## config.mk

```make
export PLATFORM = sky130hd
export DESIGN_NAME = bcd_entry_ctrl_flat
export DESIGN_NICKNAME = d
export VERILOG_FILES = /design/src/rtl/bcd_entry_ctrl_if.sv /design/src/rtl/bcd_entry_ctrl.sv /design/src/flat_wrapper.sv
export SDC_FILE = /design/constraint.sdc
export NUM_CORES = 1
export LEC_CHECK = 0
export BUFFER_PORTS_ARGS = -buffer_cell sky130_fd_sc_hd__buf_2
export CAP_MARGIN = 20
export CORE_AREA = 2 2 81 83
export CTS_BUF_LIST = sky130_fd_sc_hd__clkbuf_8
export CTS_CLUSTER_DIAMETER = 60
export DETAILED_ROUTE_END_ITERATION = 16
export DIE_AREA = 0 0 83 85
export HOLD_SLACK_MARGIN = 0.05
export PLACE_DENSITY = 0.72
export SLEW_MARGIN = 10
export SYNTH_ARGS = -nofsm -noshare
export SYNTH_HDL_FRONTEND = slang
export SYNTH_SLANG_ARGS = --single-unit
```

## constraint.sdc

```tcl
create_clock -name CLOCK_50 -period 2.3 [get_ports CLOCK_50]
set_input_delay 0.23 -clock CLOCK_50 [delete_from_list [all_inputs] [get_ports CLOCK_50]]
set_output_delay 0.23 -clock CLOCK_50 [all_outputs]
set_load 0.1 [all_outputs]
```

## src/rtl/bcd_entry_ctrl_if.sv

```systemverilog
// rtl/bcd_entry_ctrl_if.sv - front-panel pins and entry results bundled between panel and bcd_entry_ctrl
interface bcd_entry_ctrl_if #(
    parameter int DIGITS = 3
);
    localparam int IW = (DIGITS > 1) ? $clog2(DIGITS) : 1;

    logic                  key_n;
    logic [3:0]            sw_digit;
    logic                  sw_sign;
    logic [4*DIGITS-1:0]   value;
    logic                  sign;
    logic [IW-1:0]         digit_idx;
    logic [DIGITS-1:0]     flash_mask;
    logic                  busy;
    logic                  valid;
    logic                  err;

    modport master (
        output key_n, sw_digit, sw_sign,
        input  value, sign, digit_idx, flash_mask, busy, valid, err
    );

    modport slave (
        input  key_n, sw_digit, sw_sign,
        output value, sign, digit_idx, flash_mask, busy, valid, err
    );
endinterface

```

## src/rtl/bcd_entry_ctrl.sv

```systemverilog
// rtl/bcd_entry_ctrl.sv - multi-digit BCD entry from one button and four switches; SIGN_EN adds a sign-entry press
module bcd_entry_ctrl #(
    parameter int DIGITS    = 3,
    parameter int DEBOUNCE  = 250000,
    parameter int FLASH_DIV = 12500000
) (
    input  logic             CLOCK_50,
    input  logic             rst_n,
    bcd_entry_ctrl_if.slave  bus
);
    localparam int IW = (DIGITS > 1) ? $clog2(DIGITS) : 1;
    localparam int CW = (DEBOUNCE > 1) ? $clog2(DEBOUNCE) : 1;
    localparam int FW = $clog2(FLASH_DIV);

    typedef enum logic [1:0] {IDLE, ENTRY, SIGN, DONE} state_t;

    state_t              state;
    logic                key_s1, key_s2, key_deb, press;
    logic [CW-1:0]       deb_cnt;
    logic [FW-1:0]       flash_cnt;
    logic                phase;
    logic [4*DIGITS-1:0] value_q;
    logic [IW-1:0]       idx;
    logic                busy_q, valid_q, err_q;
    logic                sign_q;

    // press fires in the cycle the debounced level has just gone low
    always_ff @(posedge CLOCK_50 or negedge rst_n) begin
        if (!rst_n) begin
            key_s1  <= 1'b1;
            key_s2  <= 1'b1;
            key_deb <= 1'b1;
            deb_cnt <= '0;
            press   <= 1'b0;
        end else begin
            key_s1 <= bus.key_n;
            key_s2 <= key_s1;
            press  <= 1'b0;
            if (key_s2 != key_deb) begin
                if (deb_cnt == CW'(DEBOUNCE - 1)) begin
                    key_deb <= key_s2;
                    deb_cnt <= '0;
                    press   <= key_deb;
                end else begin
                    deb_cnt <= deb_cnt + 1'b1;
                end
            end else begin
                deb_cnt <= '0;
            end
        end
    end

    always_ff @(posedge CLOCK_50 or negedge rst_n) begin
        if (!rst_n) begin
            state     <= IDLE;
            value_q   <= '0;
            sign_q    <= 1'b0;
            idx       <= '0;
            busy_q    <= 1'b0;
            valid_q   <= 1'b0;
            err_q     <= 1'b0;
            flash_cnt <= '0;
            phase     <= 1'b0;
        end else begin
            valid_q <= 1'b0;
            err_q   <= 1'b0;
            if (busy_q) begin
                if (flash_cnt == FW'(FLASH_DIV - 1)) begin
                    flash_cnt <= '0;
                    phase     <= ~phase;
                end else begin
                    flash_cnt <= flash_cnt + 1'b1;
                end
            end else begin
                flash_cnt <= '0;
                phase     <= 1'b0;
            end

            case (state)
                IDLE: begin
                    if (press) begin
                        state   <= ENTRY;
                        busy_q  <= 1'b1;
                        value_q <= '0;
                        sign_q  <= 1'b0;
                        idx     <= '0;
                    end
                end
                ENTRY: begin
                    if (press) begin
                        if (bus.sw_digit > 4'd9) begin
                            err_q <= 1'b1;
                        end else begin
                            for (int k = 0; k < DIGITS; k++)
                                if (idx == IW'(k)) value_q[4*k +: 4] <= bus.sw_digit;
                            if (idx == IW'(DIGITS - 1)) begin
`ifdef SIGN_EN
                                state <= SIGN;
`else
                                state     <= DONE;
                                busy_q    <= 1'b0;
                                valid_q   <= 1'b1;
                                flash_cnt <= '0;
                                phase     <= 1'b0;
`endif
                            end else begin
                                idx <= idx + 1'b1;
                            end
                        end
                    end
                end
`ifdef SIGN_EN
                SIGN: begin
                    if (press) begin
                        sign_q    <= bus.sw_sign;
                        state     <= DONE;
                        busy_q    <= 1'b0;
                        valid_q   <= 1'b1;
                        flash_cnt <= '0;
                        phase     <= 1'b0;
                    end
                end
`endif
                DONE: begin
                    state <= IDLE;
                    idx   <= '0;
                end
                default: state <= IDLE;
            endcase
        end
    end

    always_comb begin
        bus.flash_mask = '0;
        if (phase && state == ENTRY) begin
            for (int k = 0; k < DIGITS; k++)
                if (idx == IW'(k)) bus.flash_mask[k] = 1'b1;
        end
`ifdef SIGN_EN
        if (phase && state == SIGN) bus.flash_mask = '1;
`endif
    end

`ifdef SIGN_EN
    assign bus.sign = sign_q;
`else
    logic unused_sign;
    assign unused_sign = bus.sw_sign ^ sign_q;
    assign bus.sign    = 1'b0;
`endif

    assign bus.value     = value_q;
    assign bus.digit_idx = idx;
    assign bus.busy      = busy_q;
    assign bus.valid     = valid_q;
    assign bus.err       = err_q;
endmodule
```

## src/flat_wrapper.sv

```systemverilog
// flat-port wrapper written by rule: the top's interface ports become plain ports
module bcd_entry_ctrl_flat 
#(
    parameter int DIGITS    = 3,
    parameter int DEBOUNCE  = 250000,
    parameter int FLASH_DIV = 12500000
)
  (CLOCK_50, rst_n, bus_key_n, bus_sw_digit, bus_sw_sign, bus_value, bus_sign, bus_digit_idx, bus_flash_mask, bus_busy, bus_valid, bus_err);
  bcd_entry_ctrl_if #(.DIGITS(DIGITS)) bus_i ();
  input  logic CLOCK_50;
  input  logic rst_n;
  input wire logic [$bits(bus_i.key_n)-1:0] bus_key_n;
  input wire logic [$bits(bus_i.sw_digit)-1:0] bus_sw_digit;
  input wire logic [$bits(bus_i.sw_sign)-1:0] bus_sw_sign;
  output wire logic [$bits(bus_i.value)-1:0] bus_value;
  output wire logic [$bits(bus_i.sign)-1:0] bus_sign;
  output wire logic [$bits(bus_i.digit_idx)-1:0] bus_digit_idx;
  output wire logic [$bits(bus_i.flash_mask)-1:0] bus_flash_mask;
  output wire logic [$bits(bus_i.busy)-1:0] bus_busy;
  output wire logic [$bits(bus_i.valid)-1:0] bus_valid;
  output wire logic [$bits(bus_i.err)-1:0] bus_err;
  assign bus_i.key_n = bus_key_n;
  assign bus_i.sw_digit = bus_sw_digit;
  assign bus_i.sw_sign = bus_sw_sign;
  assign bus_value = bus_i.value;
  assign bus_sign = bus_i.sign;
  assign bus_digit_idx = bus_i.digit_idx;
  assign bus_flash_mask = bus_i.flash_mask;
  assign bus_busy = bus_i.busy;
  assign bus_valid = bus_i.valid;
  assign bus_err = bus_i.err;
  bcd_entry_ctrl #(.DIGITS(DIGITS), .DEBOUNCE(DEBOUNCE), .FLASH_DIV(FLASH_DIV)) u_core (.CLOCK_50(CLOCK_50), .rst_n(rst_n), .bus(bus_i));
endmodule
```

After elaboration in Yosys (flattened, before gate mapping)
Index checks and enable logic that the tools add are counted.
- flip-flop bits (word level): 66
- input port bits: 8
- word-level logic and storage cells: 93
- add/subtract/negate cells: 3
- magnitude comparators: 1
- equality and inequality tests: 14
- multiplexer cells: 48
- bitwise logic cells: 1
- reductions and logical operators: 11
- operators by type and width (kind ; number):
    24-bit 2-to-1 mux ; 6
    12-bit 2-to-1 mux ; 3
    18-bit 2-to-1 mux ; 2
    24-bit by 1-bit adder with 24-bit output (second input constant) ; 1
    24-bit == test (second input constant) ; 1
    12-bit one-hot mux with 2 select lines ; 1
    1-bit 2-to-1 mux ; 21
    5-bit AND reduction ; 4
    18-bit by 1-bit adder with 18-bit output (second input constant) ; 1
    18-bit == test (second input constant) ; 1
    2-bit 2-to-1 mux ; 8
    4-bit 2-to-1 mux ; 3
    2-bit by 1-bit != test with 1-bit output (second input constant) ; 5
    2-bit one-hot mux with 3 select lines ; 1
    2-bit by 1-bit == test with 1-bit output (second input constant) ; 2
    2-bit == test (second input constant) ; 2
    4-bit > comparator (second input constant) ; 1
    2-bit zero test ; 2
    2-bit != test (second input constant) ; 2
    2-bit one-hot mux with 2 select lines ; 1
    4-bit AND reduction ; 1
    3-bit 2-to-1 mux ; 1
    3-bit nonzero test ; 1
    2-bit by 1-bit adder with 2-bit output (second input constant) ; 1
    6 further kinds ; 6

Logic depth before layout (Yosys ltp)
Gate-level depths: netlist of the first run.
- depth after elaboration: 7
- depth in mapped cells: 7
- depth with buffers taken out: 6

Worst setup path before layout of the first run
Ideal clock, no wire load.
- path type: reg2out
- from: register u_core.idx[0] (netlist: u_core.bus.digit_idx[0])
- to: output bus_flash_mask[1]
- arrival: 2.253 ns
- data required time: 2.070 ns
- path slack: -0.183 ns
- cell stages (with the launch flop): 4
- buffers on the path: 1
- cells stage by stage: dfrtp_1 ha_1 buf_1 and3_1
- cells in the longest elaborated chain, start to end: 3
- ends and longest elaborated chain (item ; RTL line ; RTL):
    start: declaration ; bcd_entry_ctrl.sv:23 ; logic [IW-1:0] idx;
    start signal: assignment ; bcd_entry_ctrl.sv:107 ; idx <= idx + 1'b1;
    2-bit by 1-bit == test with 1-bit output ; bcd_entry_ctrl.sv:137 ; if (idx == IW'(k)) bus.flash_mask[k] = 1'b1;
    1-bit 2-to-1 mux ; bcd_entry_ctrl.sv:137 ;
    3-bit 2-to-1 mux ; bcd_entry_ctrl.sv:135 ; if (phase && state == ENTRY) begin
    end: declaration ; flat_wrapper.sv:18 ; output wire logic [$bits(bus_i.flash_mask)-1:0] bus_flash_mask;
No other way between the ends.

Worst setup path in the final report of the first run
- from: register u_core.state[1]
- to: output bus_flash_mask[2]
- cells in the longest elaborated chain, start to end: 3
- ends and longest elaborated chain (item ; RTL line ; RTL):
    start: declaration ; bcd_entry_ctrl.sv:17 ; state_t state;
    start signal: assignment ; bcd_entry_ctrl.sv:55 ; state <= IDLE;
    start signal: assignment ; bcd_entry_ctrl.sv:82 ; state <= ENTRY;
    start signal: assignment ; bcd_entry_ctrl.sv:100 ; state <= DONE;
    2-bit by 1-bit == test with 1-bit output ; bcd_entry_ctrl.sv:135 ;
    1-bit logical AND ; bcd_entry_ctrl.sv:135 ;
    3-bit 2-to-1 mux ; bcd_entry_ctrl.sv:135 ;
No other way between the ends.

==> results of run 1 <==
[report_power, final]
group	internal, mW	switching, mW	total (mW)
Clock	0.665	0.440	1.11
Sequential	1.17	0.00610	1.17
Combinational	0.0177	0.0442	0.0619
[logic make-up after synthesis]
logic type | count (synthesis)
and+or+nand+nor | 136
DFF | 66
AOI/OAI and AO/OA | 62
xor gates and xnor gates | 26
buffers and inverters | 23
adders and majority gates | 7
muxes | 5
other | 1
[cell usage after synthesis (3+ instances only)]
cell type	n
sky130_fd_sc_hd__dfrtp_1	63
sky130_fd_sc_hd__nand4_1	15
sky130_fd_sc_hd__o21ai_0	21
sky130_fd_sc_hd__nand3_1	14
sky130_fd_sc_hd__or4_1	5
sky130_fd_sc_hd__nor2_1	34
sky130_fd_sc_hd__xor2_1	12
sky130_fd_sc_hd__a21oi_1	18
sky130_fd_sc_hd__clkbuf_1	5
sky130_fd_sc_hd__and2_1	3
sky130_fd_sc_hd__nand2_1	17
sky130_fd_sc_hd__mux2i_1	4
sky130_fd_sc_hd__and4_1	7
sky130_fd_sc_hd__ha_1	7
sky130_fd_sc_hd__dfstp_2	3
sky130_fd_sc_hd__inv_1	14
sky130_fd_sc_hd__nor3_1	6
sky130_fd_sc_hd__nor4_1	6
sky130_fd_sc_hd__xnor2_1	14
sky130_fd_sc_hd__and3_1	7
sky130_fd_sc_hd__a32o_1	4
sky130_fd_sc_hd__a22o_1	4
sky130_fd_sc_hd__or3_1	4
[cell type report]
cell class | instances | area (µm²)
repair buffers | 34 | 208
inverters | 14 | 52.6
multi-input cells | 237 | 1530
clock inverters | 5 | 77.6
fillers | 499 | 2430
well taps | 77 | 96.3
clock buffers | 11 | 151
flip-flops and latches | 66 | 1660
[repair_timing]
item                                   in CTS  in global routing
hold buffers                                2                  0
endpoints found under the hold margin      25                  0
setup buffers                               0                  0
[layout by cell type, fill, tap and decap left out, types with 6 or more instances in the layout]
cell | synthesis | routed
sky130_fd_sc_hd__nand4_1 | 15 | 15
sky130_fd_sc_hd__nor3_1 | 6 | 6
sky130_fd_sc_hd__clkbuf_8 | 0 | 11
sky130_fd_sc_hd__nor2_1 | 34 | 34
sky130_fd_sc_hd__and4_1 | 7 | 7
sky130_fd_sc_hd__dfrtp_1 | 63 | 63
sky130_fd_sc_hd__ha_1 | 7 | 7
sky130_fd_sc_hd__xnor2_1 | 14 | 14
sky130_fd_sc_hd__a21oi_1 | 18 | 18
sky130_fd_sc_hd__nand3_1 | 14 | 14
sky130_fd_sc_hd__nor4_1 | 6 | 6
sky130_fd_sc_hd__nand2_1 | 17 | 17
sky130_fd_sc_hd__inv_1 | 14 | 15
sky130_fd_sc_hd__xor2_1 | 12 | 12
sky130_fd_sc_hd__buf_2 | 1 | 26
sky130_fd_sc_hd__o21ai_0 | 21 | 21
[worst min-delay path by stage]
| stage | start | to | slack, ns | cells after the start |
|---|---|---|---|---|
| 2_1_floorplan | rst_n | u_core.bus.busy | -0.07 | 0 |
| 3_3_place_gp | rst_n | u_core.flash_cnt[18] | 0.28 | 1 |
| 3_5_place_dp | rst_n | u_core.flash_cnt[18] | 0.30 | 1 |
| 4_1_cts | bus_sw_digit[1] | u_core.bus.value[9] | 0.14 | 2 |
| 5_1_grt | bus_sw_digit[1] | u_core.bus.value[9] | 0.15 | 2 |
| 6_report | bus_sw_digit[1] | u_core.bus.value[9] | 0.14 | 2 |
[sequential cells by signal (all words and copies together) (netlist names)]
name,cells
u_core.bus.value,12
u_core.flash_cnt,24
u_core.phase,1
u_core.deb_cnt,18
u_core.key_s2,1
u_core.bus.valid,1
u_core.bus.digit_idx,2
u_core.bus.err,1
u_core.press,1
u_core.key_s1,1
u_core.state,2
u_core.key_deb,1
u_core.bus.busy,1
[stage by stage]
step                std cells  area [µm²]  setup slack [ns]  hold slack, ns
floorplan                 326        3280            0.0984         -0.0656
global placement          426        3530             0.401           0.283
detailed placement        426        3530             0.358           0.296
CTS                       444        3770             0.233           0.140
global route              444        3770             0.101           0.147
finish                    444        3770             0.220           0.143
[per-layer routing]
metal	vias to the layer above	track usage, %	part of all wire, %
li1	1263	-	-
met1	1241	26.6	47
met2	44	32.1	47
met3	14	3.99	3.1
met4	0	10.1	2.5
met5	-	0	0
==> flow_results.org, run 1 <==
** Critical path
- Total number of cells along the worst setup path :: 4
- The worst register-to-register path ends at u_core.deb_cnt[15].
- For the worst setup path, the data required time is 2.07 ns.
- Worst setup path startpoint :: u_core.state[1]
- Arrival time worst endpoint :: 1.85 ns
- Cells along the critical path :: inv_1 -> ha_1 -> and3_2 -> buf_2
- Counting both buffers and inverters, the worst setup path holds a total of 2.
- The worst setup path is of the reg -> out kind.
- Counting cells, the worst reg-to-reg path comes to 4.
- The worst setup path is captured at an output pin.
- In this run the worst setup path terminates at bus_flash_mask[2].
- Critical Path Start Type :: flip-flop
- The slowest stage of the critical path belongs to the cell sky130_fd_sc_hd__buf_2.
- For this run, the slowest stage of the critical path takes 0.41 ns.
- Worst path top cell family by delay :: buffers and inverters
- CP Max Fanout :: 12
- Launch point of the worst reg-to-reg path :: u_core.deb_cnt[6]
- For flop-to-flop paths, the worst setup slack is 0.34 ns.

** Place
- Port buffering added 26 buffers.
- The congestion estimate from routability-driven global placement came to 0.784.
- Post-DP HPWL :: 4610 µm

** GRT
- Overall routing resource usage :: 20.2%
- Antenna violations before repair :: 0
- Global-route wire length before repair :: 11,500 µm
- For this run the aggregate overflow at the end of global routing stands at 0.
- Entering global routing, the biggest net connects 40 pins.
- Via count of the first global-routing pass :: 2,511

** Clock network
- Maximum clock insertion buffer count :: 2
- In this run the clock root is driven by a sky130_fd_sc_hd__clkbuf_8.
- The clock drives 66 sinks.
- Post-CTS clock slew at the launch and capture registers of the worst setup and hold paths :: 0.07 ns
- CTS H-Tree Depth :: 3
- Worst skew pair latency :: 0.35 ns
- Resized cells post-CTS :: 0
- In this run, CTS created clock tree buffers numbering 9.
- CTS tree :: yes

** Synthesis
- Main combinational cell family by area after synthesis :: simple AND/OR/NAND/NOR gates
- After synthesis the cells add up to 3280 µm².
- Yosys printed 0 warnings.
- Among all flip-flop cells after synthesis, the most frequent one is sky130_fd_sc_hd__dfrtp_1.
- Post-synth top area cell :: sky130_fd_sc_hd__dfrtp_1
- Part of the Yosys area used for sequential elements :: 50.5%
- Synth Area in Simple Gates :: 23.4%
- Gate count after technology mapping :: 326
- The synthesized netlist devotes 6.95% of its cell area to XOR and XNOR gates.
- The number of nets in the synthesized netlist is 341.
- After synthesis, the share of flip-flops with an asynchronous set or reset is 100%.
- Fraction of post-synthesis cell area in the top cell type by area :: 48.1%
- The synthesized design contains 0 enable-type register cells.
- Synthesized-area fraction occupied by ao, oa, aoi and oai cells :: 12.0%
- Dominant cells by area after synthesis :: sky130_fd_sc_hd__dfrtp_1, sky130_fd_sc_hd__nor2_1, sky130_fd_sc_hd__xnor2_1, sky130_fd_sc_hd__o21ai_0, sky130_fd_sc_hd__xor2_1
- Of the post-synthesis cell area, the part taken by muxes is 1.57%.
- Yosys mapped the design onto 49 distinct sky130hd cell types.
- In this run the mean area of a mapped cell was 10.1 µm².
- The synthesized design contains 66 register bits.
- Of the total synthesized cell area, the portion taken by full adders, half adders and majority gates is 2.67%.

** Cells and area
- 0 antenna diodes ended up in the layout.
- Nets :: 377
- From synthesis to final layout, the design area changed by 15.2%.
- Final core area utilization :: 60.8%
- The post-route netlist has 16.3% of its cells at a drive strength greater than 1.

** Timing
- In the final timing run, aggregate negative setup slack is 0 ns.
- Slew Limit Headroom :: 56.5%
- RSZ-0062 raised after global routing :: false
- Post-route clock skew :: 0.00909 ns
- For the finished layout, the period the worst path requires is 2.08 ns.
- Setup violations remaining at the end of the flow were counted as 0.
- Final hold violations :: 0
- Pins Over Slew Limit :: 0
- Tightest Pin Transition :: 0.653 ns
- Static timing analysis puts the maximum clock frequency at 481 MHz.
- After layout, the worst path uses 90.4% of the clock period.

** Pwr
- Worst VDD drop :: 435 µV
- Power density over the cells :: 620 nW/µm²
- Overall Power :: 2.34 mW
- Cell leakage power :: 1.68 nW

** Detailed routing
- First-pass iteration count of the detailed router :: 4
- Vias after detailed routing :: 2,562
- DRT iter0 DRCs :: 92
- In this run the remaining antenna-violating nets after routing total 0.
- Number of design rule violations left after detail routing :: 0
- Via-to-Cell Ratio :: 5.77
- Post-detailed-route wirelength per cell :: 14.6 µm
- Summed over all layers, the routed wires come to 6500 µm.

** Floorplanning
- Placeable Area :: 6200 µm²
- The initial utilization of the core area, before any placement, comes to 52.8%.
- Die Height :: 85 µm
- Measured along the x axis, the die boundary spans 83 µm.
- Full die area :: 7060 µm²
- # IOs :: 29
- Standard-cell rows :: 29

** Job
- Across the run, the number of max-cap violations was 0.

** Status
- The run finished with clean final reports.

** Worst hold path
- Hold WC Path Type :: in -> reg
(Power assumes the default switching activity.)
==> run 2: changes to the inputs <==
MAX_ROUTING_LAYER = met4   (was unset)
PLACE_DENSITY = 0.79   (was 0.72)
==> run 2 against run 1 <==
Against the previous run: sequential power hardly changed; via count is 0.70% higher; clock power is 12% lower; cell area is 0.70% lower; total power is 5.3% lower; fmax is 2.1% higher; die area stayed put; global-route usage is 0.69 points lower; critical path depth stayed put; flip-flop and latch count stayed put; final cell count stayed put; count of clock-buffer cells in the layout is 1 lower; largest cell class unchanged.
==> flow_results.org, run 2 (synthesis results as in run 1) <==
** Status
- Outcome :: completed

** Worst hold path
- Hold WC Path Type :: in -> reg
- In this run the most critical hold path is launched from bus_sw_digit[1].

** Detailed routing
- The count of vias placed by the detailed router came to 2,580 (+0.70%).
- Total wire length :: 6470 µm (-0.40%)
- The post-route antenna net violation count came to 0 (unchanged).
- The first-iteration detailed-routing DRC count is 168 (+83%).
- The detailed-route vias per instance came to 5.81 (+0.70%).
- First-pass iteration count of the detailed router :: 5 (+1)
- Post-detailed-route wirelength per cell :: 14.6 µm (-0.40%)
- Number of design rule violations left after detail routing :: 0 (unchanged)

** Critical path
- The worst setup path is launched from a flip-flop.
- Data required time at the worst endpoint :: 2.07 ns (about the same)
- Type of element capturing the critical path :: output pin
- The arrival time of the worst setup path came to 1.81 ns (-0.04 ns).
- WS Path Type :: reg -> out
- The worst register-to-register path begins at u_core.deb_cnt[7].
- CP Max Fanout :: 12 (unchanged)
- Worst setup path startpoint :: u_core.state[1]

** Cells and area
- Nets :: 377 (unchanged)
- The library cell used most frequently in the layout, excluding fill and tap cells, is sky130_fd_sc_hd__dfrtp_1.
- Area taken by multi-input logic gates :: 1530 µm² (unchanged)
- Area Overhead vs Synth :: 14.4%
- The number of flip-flops in the largest register was 24 (unchanged).
- The summed area of non-filler cells in the final layout came to 3750 µm² (-0.70%).
- The library cells used most frequently in the layout, excluding fill and tap cells, are sky130_fd_sc_hd__dfrtp_1, sky130_fd_sc_hd__nor2_1, sky130_fd_sc_hd__buf_2, sky130_fd_sc_hd__o21ai_0, sky130_fd_sc_hd__a21oi_1.
- Final-layout fill cell count :: 518 (+3.8%)
- The proportion of layout cells with a drive suffix above 1 was 16.6% (+0.27 points).
- u_core.flash_cnt holds more flip-flops than any other register.
- The sequential cell area is 1660 µm² (unchanged).
- ANT cells :: 0 (unchanged)

** Place
- Post-DP HPWL :: 4510 µm (-2.2%)
- The number of port buffers came to 26 (unchanged).
- Final Wtd Congestion :: 0.843 (+7.5%)
- The post-place instance area is 3530 µm² (unchanged).

** Timing
- The total count of hold-check failures in the final report came to 0 (unchanged).
- Setup repair after global routing left no endpoint under its margin.
- Setup-violating endpoint count in the final report :: 0 (unchanged)
- The highest achievable clock rate is 491 MHz (+2.1%).
- Tightest Pin Transition :: 0.503 ns (-0.150 ns)
- The sum of negative setup slack is 0 ns (unchanged).
- The tightest slew margin relative to the limit came to 66.2% (+9.7 points).
- The post-layout minimum cycle time was 2.04 ns (-0.0436 ns).
- Post-route clock skew :: 0.0126 ns (+0.00350 ns)
- Final period utilization :: 88.5% (-1.9 points)
- Final Hold Slack :: 0.155 ns (+0.0122 ns)
- The final-report max-slew violation count is 0 (unchanged).

** Floorplanning
- The die footprint came to 7060 µm² (unchanged).
- The die extent in y is 85 µm (unchanged).
- # IOs :: 29 (unchanged)
- Placeable Area :: 6200 µm² (unchanged)
- The floorplan row count was 29 (unchanged).
- The x dimension of the die is 83 µm (unchanged).
- The starting density of the core came to 52.8% (unchanged).

** Pwr
- The total power came to 2.22 mW (-5.3%).
- Power density over the cells :: 591 nW/µm² (-4.7%)
- The maximum vdd drop is 474 µV (+9.0%).
- Cell leakage power :: 1.66 nW (-1.1%)

** GRT
- Antenna violations before repair :: 0 (unchanged)
- Via count of the first global-routing pass :: 2,476 (-1.4%)
- GRT Residual Overflow :: 0 (unchanged)
- The total global-route track usage came to 19.5% (-0.69 points).
- Pin count of the biggest net entering global routing :: 67 (+68%)
- The wire length of the first global-routing pass came to 11,000 µm (-4.4%).

** Clock network
- The clock insertion delay at the later pin of the skew report came to 0.34 ns (about the same).
- TritonCTS built the clock tree.
- The clock-pin slew on the worst setup and hold paths came to 0.08 ns (about the same).
- The total number of clock tree sinks is 66 (unchanged).
- CTS H-Tree Depth :: 3 (unchanged)
- Number of buffers inserted by post-CTS setup repair :: 0 (unchanged)
- Cell chosen for the clock root :: sky130_fd_sc_hd__clkbuf_8
- The maximum count of clock buffers along a single path was 2 (unchanged).
- The total clock buffers created by CTS is 9 (unchanged).

** Job
- Max-Cap Viols :: 0 (unchanged)
-- run 2: final cells by class --
cell class	count	area share [%]
clock buffer	10	3.67
inverter	14	1.40
multi-input combinational	237	40.9
timing repair buffer	34	5.54
sequential	66	44.2
tap	77	2.57
clock inverter	6	1.74
-- run 2: repair_timing --
item                      in CTS  in global routing
hold buffers                   2                  0
hold endpoints to repair      64                  0
resized for setup              0                  0
-- run 2: final timing paths --
path | cells past startpoint | slack [ns] | to
worst min-delay path | 2 | 0.16 | u_core.bus.value[9]
max in group asynchronous | 3 | 1.52 | u_core.key_s1
worst max register to register | 4 | 0.34 | u_core.deb_cnt[15]
worst max-delay path | 4 | 0.26 | bus_flash_mask[1]
min in group asynchronous | 3 | 0.43 | u_core.flash_cnt[16]
worst min register to register | 0 | 0.36 | u_core.key_s2
-- run 2: layer usage --
layer  routed length [µm]  part of all wire [%]  track usage (%)  vias up
met3                  256                   4.0             5.25        5
li1                     -                     -                -     1267
met2                 3090                    48             30.9       47
met4                   55                  0.85             5.66        0
met5                    0                     0                -        -
met1                 3070                    47             24.8     1261
-- run 2: where the power goes --
part           internal [mW]  switching, mW  leakage, nW  total (mW)
Sequential              1.17        0.00672        0.890        1.17
Clock                  0.532          0.448        0.103       0.980
Combinational         0.0178         0.0444        0.668      0.0622
-- run 2: metrics by stage --
stage / utilization (%) / cells / setup slack [ns]
floorplan: - / 326 / 0.0984
global placement: 56.8 / 426 / 0.405
detailed placement: 56.8 / 426 / 0.329
CTS: 60.4 / 444 / 0.246
global route: 60.4 / 444 / 0.137
finish: 60.4 / 444 / 0.263
-- run 2: critical path, cell delays in order, from the launching register on --
cell and delay (ns):
sky130_fd_sc_hd__dfrtp_1 0.38, sky130_fd_sc_hd__inv_1 0.08, sky130_fd_sc_hd__ha_1 0.37, sky130_fd_sc_hd__and3_2 0.24
sky130_fd_sc_hd__buf_2 0.41
==> run 3: changes to the inputs <==
CELL_PAD_IN_SITES_DETAIL_PLACEMENT = 1   (was unset)
CELL_PAD_IN_SITES_GLOBAL_PLACEMENT = 1   (was unset)
CORE_AREA = 2 2 86 88   (was 2 2 81 83)
DIE_AREA = 0 0 88 90   (was 0 0 83 85)
PLACE_DENSITY = 0.87   (was 0.79)
==> run 3 against run 2 <==
Against the previous run: critical path depth unchanged; largest power group unchanged; largest cell class unchanged; combinational power increased by 2%; core utilization decreased by 7.0 points; critical endpoint unchanged; first-iteration DRC count decreased by 17%.
==> flow_results.org, run 3 (synthesis results as in run 1) <==
** Cells and area
- Final-layout fill cell count :: 791 (+53%)
- ANT cells :: 0 (unchanged)
- Biggest register :: u_core.flash_cnt
- The proportion of layout cells with a drive suffix above 1 came to 16.6% (unchanged).
- Commonest non-fill, non-tap cells in the layout :: sky130_fd_sc_hd__dfrtp_1, sky130_fd_sc_hd__nor2_1, sky130_fd_sc_hd__buf_2, sky130_fd_sc_hd__o21ai_0, sky130_fd_sc_hd__a21oi_1
- Most common cell after layout, fill and taps aside :: sky130_fd_sc_hd__dfrtp_1
- The final cell utilization of the core came to 53.4% (-7.0 points).
- The area taken by multi-input logic gates came to 1530 µm² (unchanged).
- Area taken by flip-flops and latches :: 1660 µm² (unchanged)
- Area Overhead vs Synth :: 14.5%
- The number of flip-flops in the largest register is 24 (unchanged).
- The layout net count was 377 (unchanged).

** Detailed routing
- First-pass iteration count of the detailed router :: 4 (-1)
- Remaining number of nets flagged by the antenna check after routing :: 0 (unchanged)
- The routed wire length was 8040 µm (+24%).
- Post-detailed-route wirelength per cell :: 17.3 µm (+18%)
- Vias after detailed routing :: 2,656 (+2.9%)
- The remaining routing DRC violations came to 0 (unchanged).
- DRT iter0 DRCs :: 139 (-17%)
- Via-to-Cell Ratio :: 5.70 (-1.9%)

** Timing
- Final Critical Period :: 2.11 ns (+0.0708 ns)
- The final hold slack was 0.145 ns (-0.0106 ns).
- Pins Over Slew Limit :: 0 (unchanged)
- Upper clock frequency limit :: 475 MHz (-3.4%)
- Setup TNS :: 0 ns (unchanged)
- Setup-violating endpoint count in the final report :: 0 (unchanged)
- The share of the cycle needed by the critical path after routing is 91.6% (+3.1 points).
- The total count of hold-check failures in the final report came to 0 (unchanged).
- The transition at the pin with the smallest max-transition slack is 0.654 ns (+0.151 ns).
- RSZ-0062 raised after global routing :: false
- Slew Limit Headroom :: 56.1% (-10 points)
- Post-route clock skew :: 0.00940 ns (-0.00320 ns)

** Pwr
- The standby leakage power came to 1.64 nW (-1.1%).
- The cell area power density is 568 nW/µm² (-3.9%).
- The part of the power in combinational logic is 3.0% (+0.2 points).
- The part of the total power dissipated in the clock network is 41.9% (-2.3 points).
- Internal power consumption :: 1.60 mW (-6.6%)
- The portion of total power attributed to sequential cells is 55.1% (+2.1 points).
- The switching portion of total power is 24.7% (+2.2 points).
- The switching power total came to 0.527 mW (+5.5%).
- Worst VDD drop :: 251 µV (-47%)

** Clock network
- CTS tree :: yes
- The clock insertion delay at the later pin of the skew report was 0.35 ns (about the same).
- Number of clock sinks seen by CTS :: 66 (unchanged)
- The number of setup buffers added after CTS was 0 (unchanged).
- The maximum level of the CTS H-tree is 3 (unchanged).
- Cell chosen for the clock root :: sky130_fd_sc_hd__clkbuf_8
- Maximum clock insertion buffer count :: 2 (unchanged)
- Post-CTS clock slew at the launch and capture registers of the worst setup and hold paths :: 0.07 ns (about the same)
- The total of cells resized after clock tree synthesis was 0 (unchanged).
- Inserted Clock Buffers :: 9 (unchanged)
- Count of hold-fix buffers inserted at cts :: 2 (unchanged)

** GRT
- Global-route wire length before repair :: 13,500 µm (+23%)
- Pin count of the biggest net entering global routing :: 67 (unchanged)
- GRT Residual Overflow :: 0 (unchanged)
- The total global-route track usage came to 22.5% (+2.9 points).
- Antenna violations before repair :: 0 (unchanged)
- Via count of the first global-routing pass :: 2,786 (+13%)

** Floorplanning
- The core region area was 7020 µm² (+13%).
- Initial Utilization :: 46.7% (-6.1 points)
- Full die area :: 7920 µm² (+12%)
- # IOs :: 29 (unchanged)
- The die extent in y came to 90 µm (+5.9%).
- Standard-cell rows :: 31 (+6.9%)
- DIE WIDTH :: 88 µm (+6.0%)

** Status
- The run finished with clean final reports.

** Critical path
- CP Max Fanout :: 6 (-6)
- Type of element capturing the critical path :: output pin
- WS Path Type :: reg -> out
- Critical Path Start Type :: flip-flop
- Arrival time worst endpoint :: 1.88 ns (+0.07 ns)
- The data required time at the worst endpoint was 2.07 ns (about the same).

** Place
- Post-DP HPWL :: 5400 µm (+20%)
- The number of port buffers is 26 (unchanged).
- Final Wtd Congestion :: 0.781 (-7.4%)

** Worst hold path
- The tightest min-delay check is of the in -> reg type.

** Job
- The max-cap check violation count came to 0 (unchanged).
==> run 3: changes by cell type in the layout (fill, tap and decap cells not counted), sizes merged <==
cell and delta:
clkinv -1, clkinvlp +2, bufinv -1
==> run 3: cell type report <==
class	count	share of cell area, %
flip-flops and latches	66	44.1
multi-input cells	237	40.9
repair buffers	34	5.54
clock buffers	10	3.67
well taps	99	3.30
inverters	14	1.40
clock inverters	6	1.10
==> run 3: per-stage QoR <==
step	total power [mW]	cells	worst slack, ns	cell area [µm²]
final	2.13	466	0.193	3750
after global routing	2.22	466	0.0893	3750
after CTS	2.15	466	0.196	3750
after detailed placement	1.26	448	0.324	3550
after global placement	1.26	448	0.390	3550
after floorplan	1.22	326	0.0984	3280
==> run 3: critical path: stages (launching register included) <==
cell and delay (ns):
sky130_fd_sc_hd__dfrtp_1 0.41, sky130_fd_sc_hd__inv_1 0.13, sky130_fd_sc_hd__ha_1 0.35, sky130_fd_sc_hd__and3_2 0.22
sky130_fd_sc_hd__buf_2 0.41
==> run 3: final timing paths <==
| path | start | to | slack (ns) | depth (start not counted) |
|---|---|---|---|---|
| setup / recovery | u_core.bus.digit_idx[1] | bus_flash_mask[1] | 0.19 | 4 |
| hold / removal | bus_sw_digit[1] | u_core.bus.value[9] | 0.14 | 2 |
| setup reg to reg | u_core.deb_cnt[6] | u_core.deb_cnt[15] | 0.29 | 4 |
| hold reg to reg | u_core.key_s1 | u_core.key_s2 | 0.36 | 0 |
| max in group asynchronous | rst_n | u_core.key_s1 | 1.54 | 3 |
| min in group asynchronous | rst_n | u_core.flash_cnt[20] | 0.43 | 3 |
==> run 3: routing by layer <==
layer,part of all wire [%],global-route usage [%]
met2,49,34.9
met3,3.0,4.13
met4,1.7,8.72
met1,46,29.0
met5,0,-
==> run 3: power by group through the flow <==
| stage | Sequential (mW) | Clock (mW) | Combinational (mW) |
|---|---|---|---|
| 5_1_grt | 1.17 | 0.972 | 0.0718 |
| 3_3_place_gp | 1.20 | 0 | 0.0612 |
| 2_1_floorplan | 1.19 | 0 | 0.0216 |
| 3_5_place_dp | 1.20 | 0 | 0.0612 |
| 4_1_cts | 1.17 | 0.908 | 0.0651 |
| 6_report | 1.17 | 0.894 | 0.0632 |
